### config.mk
export PLATFORM = sky130hd
export DESIGN_NAME = plic
export DESIGN_NICKNAME = d
export VERILOG_FILES = /design/src/rtl/plic.sv
export SDC_FILE = /design/constraint.sdc
export NUM_CORES = 1
export LEC_CHECK = 0
export ABC_CLOCK_PERIOD_IN_PS = 22400
export CAP_MARGIN = 20
export CORE_MARGIN = 3
export CORE_UTILIZATION = 33
export CTS_CLUSTER_DIAMETER = 200
export DETAILED_ROUTE_END_ITERATION = 8
export PLACE_DENSITY = 0.56
export SYNTH_ARGS = -nofsm -noshare
export SYNTH_HDL_FRONTEND = slang
export SYNTH_SLANG_ARGS = --single-unit
export TNS_END_PERCENT = 50
### constraint.sdc
create_clock -name clk -period 22.4 [get_ports clk]
set_input_delay 3.36 -clock clk [delete_from_list [all_inputs] [get_ports clk]]
set_output_delay 3.36 -clock clk [all_outputs]
set_load 0.005 [all_outputs]
### src/rtl/plic.sv
// Platform interrupt controller: gateways, priority arbitration, and a claim/complete register window.
// Latency: bus ack one cycle after acceptance; irq_src to irq_ext is three edges after first sampling.
// Backpressure: one transaction per two cycles; requests seen while bus_ack is high are ignored.
module plic #(
  parameter int NSRC   = 8,
  parameter int PRIO_W = 3
) (
  input  logic              clk,
  input  logic              rst_n,
  input  logic [NSRC-1:0]   irq_src,
  input  logic              bus_req,
  input  logic              bus_we,
  input  logic [11:0]       bus_addr,
  input  logic [31:0]       bus_wdata,
  output logic [31:0]       bus_rdata,
  output logic              bus_ack,
  output logic              irq_ext
);

  // Word indices of the fixed registers (byte offset / 4).
  localparam logic [9:0] W_PEND  = 10'd32;   // 0x080
  localparam logic [9:0] W_EN    = 10'd64;   // 0x100
  localparam logic [9:0] W_THR   = 10'd128;  // 0x200
  localparam logic [9:0] W_CLAIM = 10'd129;  // 0x204

  logic [NSRC-1:0]   sync1, sync2;
  logic [NSRC:0]     pending, in_service, enable;
  logic [NSRC:0]     pending_nxt, in_service_nxt;
  logic [NSRC:0]     claim_mask, complete_mask;
  logic [PRIO_W-1:0] prio [1:NSRC];
  logic [PRIO_W-1:0] threshold;
  logic [PRIO_W-1:0] best;
  logic [31:0]       winner;
  logic [31:0]       rd_val;
  logic [9:0]        word;
  logic              accept, wr, rd, claim, complete;
  logic              unused_addr;

  assign word        = bus_addr[11:2];
  assign unused_addr = ^bus_addr[1:0];
  assign accept      = bus_req & ~bus_ack;
  assign wr          = accept & bus_we;
  assign rd          = accept & ~bus_we;
  assign claim       = rd && (word == W_CLAIM);
  assign complete    = wr && (word == W_CLAIM);

  // Two-flop synchronizer for the asynchronous source levels.
  always_ff @(posedge clk or negedge rst_n) begin
    if (!rst_n) begin
      sync1 <= '0;
      sync2 <= '0;
    end else begin
      sync1 <= irq_src;
      sync2 <= sync1;
    end
  end

  // Arbitration: highest priority among eligible sources; strict compare keeps the lowest ID on ties.
  always_comb begin
    winner = '0;
    best   = '0;
    for (int id = 1; id <= NSRC; id++) begin
      if (pending[id] && enable[id] && (prio[id] > threshold) && (prio[id] > best)) begin
        best   = prio[id];
        winner = 32'(id);
      end
    end
  end

  // Claim/complete one-hot masks and next gateway state; a claim beats a same-edge gateway set.
  always_comb begin
    claim_mask    = '0;
    complete_mask = '0;
    for (int id = 1; id <= NSRC; id++) begin
      if (claim && (winner == 32'(id)))
        claim_mask[id] = 1'b1;
      if (complete && (bus_wdata == 32'(id)) && in_service[id])
        complete_mask[id] = 1'b1;
    end
    pending_nxt    = (pending | ({sync2, 1'b0} & ~in_service)) & ~claim_mask;
    in_service_nxt = (in_service | claim_mask) & ~complete_mask;
  end

  // Gateway state: pending and in-service bits.
  always_ff @(posedge clk or negedge rst_n) begin
    if (!rst_n) begin
      pending    <= '0;
      in_service <= '0;
    end else begin
      pending    <= pending_nxt;
      in_service <= in_service_nxt;
    end
  end

  // Software-visible configuration: priorities, enables, threshold.
  always_ff @(posedge clk or negedge rst_n) begin
    if (!rst_n) begin
      for (int id = 1; id <= NSRC; id++)
        prio[id] <= '0;
      enable    <= '0;
      threshold <= '0;
    end else if (wr) begin
      for (int id = 1; id <= NSRC; id++)
        if (word == 10'(id))
          prio[id] <= bus_wdata[PRIO_W-1:0];
      if (word == W_EN)
        enable <= {bus_wdata[NSRC:1], 1'b0};
      if (word == W_THR)
        threshold <= bus_wdata[PRIO_W-1:0];
    end
  end

  // Read data mux; the claim word returns the winner as seen before the acceptance edge.
  always_comb begin
    rd_val = '0;
    for (int id = 1; id <= NSRC; id++)
      if (word == 10'(id))
        rd_val[PRIO_W-1:0] = prio[id];
    if (word == W_PEND)
      rd_val[NSRC:0] = pending;
    if (word == W_EN)
      rd_val[NSRC:0] = enable;
    if (word == W_THR)
      rd_val[PRIO_W-1:0] = threshold;
    if (word == W_CLAIM)
      rd_val = winner;
  end

  // Bus response: single-cycle ack with registered data, zero when idle.
  always_ff @(posedge clk or negedge rst_n) begin
    if (!rst_n) begin
      bus_ack   <= 1'b0;
      bus_rdata <= '0;
    end else begin
      bus_ack   <= accept;
      bus_rdata <= rd ? rd_val : 32'd0;
    end
  end

  // Registered interrupt request to the core.
  always_ff @(posedge clk or negedge rst_n) begin
    if (!rst_n)
      irq_ext <= 1'b0;
    else
      irq_ext <= (winner != 32'd0);
  end

endmodule
==> summary.txt, run 1 <==
Critical R2R Capture: in_service[3]
WP data required: 22.67 ns
R2r startpoint: threshold[1]
# diodes: 0
Post-synth cell types: 67
Top_reg_cell synth: dfrtp_1
Setup TNS Final: 0 ns
Non-Filler Instances: 762
Final worst setup slack: 10.65 ns
Placed cell count: 743
Final ANT Viol Nets: 0
Clk buf depth: 2
Nets@finish: 670
Cts hold-fix bufs: 0
Seq/Total Area, Yosys: 39.3%
Critical path start-end classification: flip-flop to flip-flop
CP max-delay cell: or3b_1
Critical path arrival: 12.02 ns
Power Density: 51.3 nW/um^2
Crit-path max cell delay: 0.56 ns
Register bit total from synthesis: 78
Worst-Skew Late Latency: 0.35 ns
Clk sinks: 78
Actual slew at the worst max-slew pin: 0.880 ns
H-tree levels: 3
Total die area: 16600 sq um
Avg Cell Area, Syn: 9.81 sq um
CTS buffer count: 9
EDFF count, synth: 0
CTS tree: yes
Max Slew Vio Count: 0
Via-per-instance ratio: 5.30
Core region area: 14600 sq um
Max Fclk: 85.1 MHz
Hold_sp: sync1[3]
Layout Utilization: 41.2%
Row count: 44
Mapped Cells: 507
Layout area overhead: 21.2%
LEAKAGE: 0.00274 uW
Port Buf Inserts: 64
Reg2reg setup slack: 10.65 ns
Place WS: 9.93 ns
Initial core utilization: 34.0%
Outcome: finished clean
Multi-input logic area: 2780 sq um
Worst slew margin: 40.8%
R2R cell count: 50
Yosys warning count: 0
Post-CTS Repair Setup Buffers: 0
Largest net degree at the start of global routing: 79
Worst path buffer plus inverter count: 2
Post-DP HPWL: 10600 um
Die height: 129 um
Maximum VDD drop: 42.3 uV
Min cycle time layout: 11.75 ns
Setup crit start kind: flip-flop
Fill count: 1450
Synthesized area: 4970 sq um
Crit. End Element: flip-flop
Grt total ovfl: 0
Num ports: 90
Hold path depth: 0
Clock slew at reported path FFs: 0.07 ns
Root Driver: clkbuf_16
Tot GR Track Use: 17.0%
Ratio of final minimum period to clock period: 52.4%
Top delay family on crit path: simple AND/OR/NAND/NOR gates
Wire per inst: 18.1 um
Most frequent CP cell: ha_1
Worst hold endpoint: sync2[3]
Total iterations of the first detailed-routing run: 4
Initial antenna violation count: 0
Die width: 129 um
Drt drc: 0
Final hold violation count: 0
Max-Cap Viols: 0
Register Area: 1950 sq um
Drt first-iter violations: 273
Crit path max fanout: 10
Fraction of registers with async set/reset: 100%
Vias in the first global route: 4058
Unrepaired setup endpoints after global routing: false
Total power: 309 uW
Final setup vio count: 0
Post-CTS resize count: 0
HP Class: flip-flop to flip-flop
Final setup skew: 0.00737 ns
RD Place Congestion: 0.845
Total number of vias: 4036
DRT Wirelength: 13800 um
Layout cells sized above 1: 13.5%
First-pass GRT wire length: 21700 um
-- per-stage QoR --
stage / hold WS (ns) / cell area, sq um
6_report: 0.348 / 6030
2_1_floorplan: 0.331 / 5050
3_3_place_gp: 0.332 / 5700
5_1_grt: 0.354 / 6030
4_1_cts: 0.351 / 5990
3_5_place_dp: 0.336 / 5700
-- per-layer routing --
metal | track usage, % | vias up | wire length, um
met5 | 0 | - | 0
met4 | 6.55 | 0 | 375
met3 | 3.32 | 24 | 606
met2 | 27.2 | 96 | 6670
met1 | 22.8 | 1969 | 6160
li1 | - | 1947 | -
-- cell usage after synthesis, types with 3 or more instances --
cell type,instances,area [sq um]
dfrtp_1,78,1950
nand2_1,49,184
ha_1,41,513
a21oi_1,35,175
mux2_2,33,372
inv_1,26,97.6
nor2_1,25,93.8
buf_4,23,173
o21ai_0,23,115
nand3_1,20,100
nor4_1,12,75.1
nor3_1,10,50.1
a21o_1,8,60.1
clkbuf_1,8,30.0
mux2i_1,8,80.1
nand3b_1,8,60.1
nand4_1,7,43.8
nor2b_1,7,43.8
o21a_1,5,37.5
and2_1,4,25.0
nand2b_1,4,25.0
a221oi_1,3,26.3
a22oi_1,3,22.5
a22oi_2,3,37.5
a31oi_1,3,18.8
and3_1,3,18.8
mux2_4,3,45.0
o21ai_1,3,15.0
o31a_1,3,26.3
o31ai_1,3,22.5
-- sequential cells by signal, summed over array words and instances (netlist names) --
register    cells
in_service      8
bus_rdata       9
bus_ack         1
sync2           8
enable          8
pending         8
sync1           8
irq_ext         1
threshold       3
prio           24
-- cell type report --
class	count	area share [%]
clock buffer	9	3.74
timing repair buffer	67	11.2
sequential	78	32.4
tap	184	3.82
clock inverter	7	1.08
multi-input combinational	391	46.2
inverter	26	1.62
-- layout by cell type, fill, tap and decap left out, types with 9 or more instances in the layout --
master and n:
inv_1 26, nor2_1 25, clkdlybuf4s50_1 63, conb_1 23
o21ai_0 23, clkbuf_16 9, nand2_1 49, mux2_2 33
ha_1 41, nor4_1 12, dfrtp_1 78, nand3_1 20
nor3_1 10, a21oi_1 35
-- worst max path at each step --
stage / from / end / slack, ns / depth (start not counted)
6_report: threshold[1] / in_service[3] / 10.65 / 50
2_1_floorplan: threshold[1] / in_service[2] / 12.00 / 50
3_5_place_dp: threshold[1] / in_service[2] / 9.93 / 48
5_1_grt: threshold[1] / in_service[3] / 9.90 / 50
3_3_place_gp: threshold[1] / in_service[2] / 10.12 / 48
4_1_cts: threshold[1] / in_service[2] / 9.88 / 48
-- cells by family (layout without fill, tap and decap cells) --
family                     count (synthesis)  count (layout)  synth area share (%)
muxes                                     44              44                  9.99
AOI/OAI and AO/OA                        110             110                  14.9
adders and majority gates                 42              42                  10.5
buffers and inverters                     60             109                  6.44
and+or+nand+nor                          172             172                  18.8
DFF                                       78              78                  39.3
other                                      1              23                0.0754
-- power breakdown --
group	internal [uW]	switching, uW	total [uW]	leakage [uW]
sequential	143	1.02	144	0.000963
combinational	11.4	11.1	22.4	0.00165
clock	77.2	65.9	143	0.000132
total	231	78.0	309	0.00274
No activity file was read; power rests on OpenSTA's default activity.
==> run 2: changes to the inputs <==
- ABC_CLOCK_PERIOD_IN_PS: 22400 -> 12300
- clock period: 22.4 -> 12.3 ns (I/O delays scaled with it)
==> summary.txt, run 2 (synthesized netlist as in run 1, its figures left out) <==
Fill count: 1443 (was 1450)
Max-Cap Viols: 0 (unchanged)
Clock slew at reported path FFs: 0.06 ns (was 0.07 ns)
Core region area: 14600 sq um (unchanged)
Power Density: 95.6 nW/um^2 (was 51.3 nW/um^2)
Tot GR Track Use: 17.0% (about the same)
Outcome: finished clean (unchanged)
Min cycle time layout: 11.29 ns (was 11.75 ns)
Drt drc: 0 (unchanged)
DRT Wirelength: 13700 um (was 13800 um)
Hold_ws: 0.346 ns (was 0.348 ns)
Met3 Routed Length: 674 um (was 606 um)
CTS tree: yes (unchanged)
Max Fclk: 88.6 MHz (was 85.1 MHz)
Clk buf depth: 2 (unchanged)
Top reg by flops: prio (unchanged)
Regs by FF count: prio: 24 flops, bus_rdata: 9 flops (unchanged)
Setup crit start kind: flip-flop (unchanged)
Total iterations of the first detailed-routing run: 7 (was 4)
Actual slew at the worst max-slew pin: 0.981 ns (was 0.880 ns)
Post-CTS Repair Setup Buffers: 0 (unchanged)
Wire length on met2: 6480 um (was 6670 um)
Post-DP HPWL: 10600 um (about the same)
Area after DPL: 5740 sq um (was 5700 sq um)
Layout cells sized above 1: 13.8% (was 13.5%)
Final instance area: 6050 sq um (was 6030 sq um)
Total power: 578 uW (was 309 uW)
CP max-delay cell: or3b_1 (unchanged)
Total die area: 16600 sq um (unchanged)
Worst slew margin: 34.6% (was 40.8%)
R2r startpoint: prio[22] (was threshold[1])
Worst Setup EP: in_service[3] (unchanged)
LEAKAGE: 0.00276 uW (was 0.00274 uW)
Drt first-iter violations: 220 (was 273)
First-pass GRT wire length: 21800 um (was 21700 um)
Root Driver: clkbuf_16 (unchanged)
Critical path start-end classification: flip-flop to flip-flop (unchanged)
Critical R2R Capture: in_service[3] (unchanged)
H-tree levels: 3 (unchanged)
# diodes: 0 (unchanged)
Die height: 129 um (unchanged)
Placed cell count: 748 (was 743)
Crit. End Element: flip-flop (unchanged)
Port Buf Inserts: 64 (unchanged)
Most common cell after layout, fill and taps aside: dfrtp_1 (unchanged)
RD Place Congestion: 0.839 (was 0.845)
Most frequent CP cell: ha_1 (unchanged)
Unrepaired setup endpoints after global routing: false (unchanged)
Setup TNS Final: 0 ns (unchanged)
Reg2reg setup slack: 1.01 ns (was 10.65 ns)
Met1 WL: 6160 um (about the same)
CTS buffer count: 9 (unchanged)
Largest net degree at the start of global routing: 79 (unchanged)
Beginning of the critical path: prio[22] (was threshold[1])
Nets@finish: 672 (was 670)
Row count: 44 (unchanged)
HP Class: flip-flop to flip-flop (unchanged)
Top layer in use: met4 (unchanged)
Final setup skew: 0.00868 ns (was 0.00737 ns)
Die width: 129 um (unchanged)
Via-per-instance ratio: 5.27 (was 5.30)
Cts hold-fix bufs: 0 (unchanged)
Max Slew Vio Count: 0 (unchanged)
Non-Filler Instances: 764 (was 762)
Final ANT Viol Nets: 0 (unchanged)
Num ports: 90 (unchanged)
Maximum VDD drop: 81.2 uV (was 42.3 uV)
Layout area overhead: 21.6% (was 21.2%)
Grt total ovfl: 0 (unchanged)
Post-CTS resize count: 0 (unchanged)
Initial core utilization: 34.0% (unchanged)
Ratio of final minimum period to clock period: 91.8% (was 52.4%)
R2R cell count: 49 (was 50)
Total number of vias: 4025 (was 4036)
Crit-path max cell delay: 0.54 ns (was 0.56 ns)
Clk sinks: 78 (unchanged)
Max reg flops: 24 (unchanged)
WP data required: 12.57 ns (was 22.67 ns)
Worst-Skew Late Latency: 0.35 ns (about the same)
Critical path arrival: 11.56 ns (was 12.02 ns)
Vias in the first global route: 4018 (was 4058)
Initial antenna violation count: 0 (unchanged)
Crit path max fanout: 10 (unchanged)
Final hold violation count: 0 (unchanged)
Most frequent cells in the layout: dfrtp_1 (78), clkdlybuf4s50_1 (63), nand2_1 (49) (unchanged)
Final setup vio count: 0 (unchanged)
Wire per inst: 17.9 um (was 18.1 um)
run 2: cell count changes in the layout (fill, tap and decap cells not counted):
cell and change:
clkbuf_8 +1, clkinv_2 +1, clkinv_4 +2, inv_6 -2
clkinvlp_4 -2, buf_16 -1, buf_2 -2, bufinv_16 +1
clkinv_8 -1, buf_4 +5
run 2: power by group:
part	switching (uW)	internal (uW)
sequential	1.80	260
clock	112	164
combinational	19.9	19.9
total	134	444
run 2: worst max-delay path, delay by kind of cell, from the launching register on:
kind	cells	cell delay (ns)
muxes	4	1.50
adders and majority gates	9	2.70
and+or+nand+nor	22	3.50
AOI/OAI and AO/OA	13	2.80
DFF	1	0.47
buffers and inverters	1	0.20
run 2: worst min-delay path by stage:
stage | startpoint | end | slack (ns) | depth (start not counted)
finish | sync1[5] | sync2[5] | 0.35 | 0
floorplan | sync1[0] | sync2[0] | 0.33 | 0
global route | sync1[0] | sync2[0] | 0.35 | 0
CTS | sync1[0] | sync2[0] | 0.35 | 0
global placement | sync1[5] | sync2[5] | 0.33 | 0
detailed placement | sync1[5] | sync2[5] | 0.34 | 0
run 2: metal layers:
layer / GRT usage [%] / up-vias
met5: 0 / -
met4: 6.61 / 0
met3: 3.61 / 24
met2: 27.4 / 102
met1: 22.4 / 1948
li1: - / 1951
run 2: final cells by class:
class | instances | area [sq um] | area share (%)
Timing Repair Buffer | 69 | 676 | 11.2
Tap cell | 184 | 230 | 3.81
Clock buffer | 10 | 239 | 3.95
Multi-Input combinational cell | 391 | 2780 | 46.0
Clock inverter | 6 | 68.8 | 1.14
Sequential cell | 78 | 1950 | 32.3
Inverter | 26 | 97.6 | 1.61
run 2: stage by stage:
step	utilization, %	setup slack [ns]
after global routing	41.3	0.221
after detailed placement	39.2	1.12
after global placement	39.2	1.32
after floorplan	-	1.90
after CTS	41.3	1.07
final	41.3	1.01
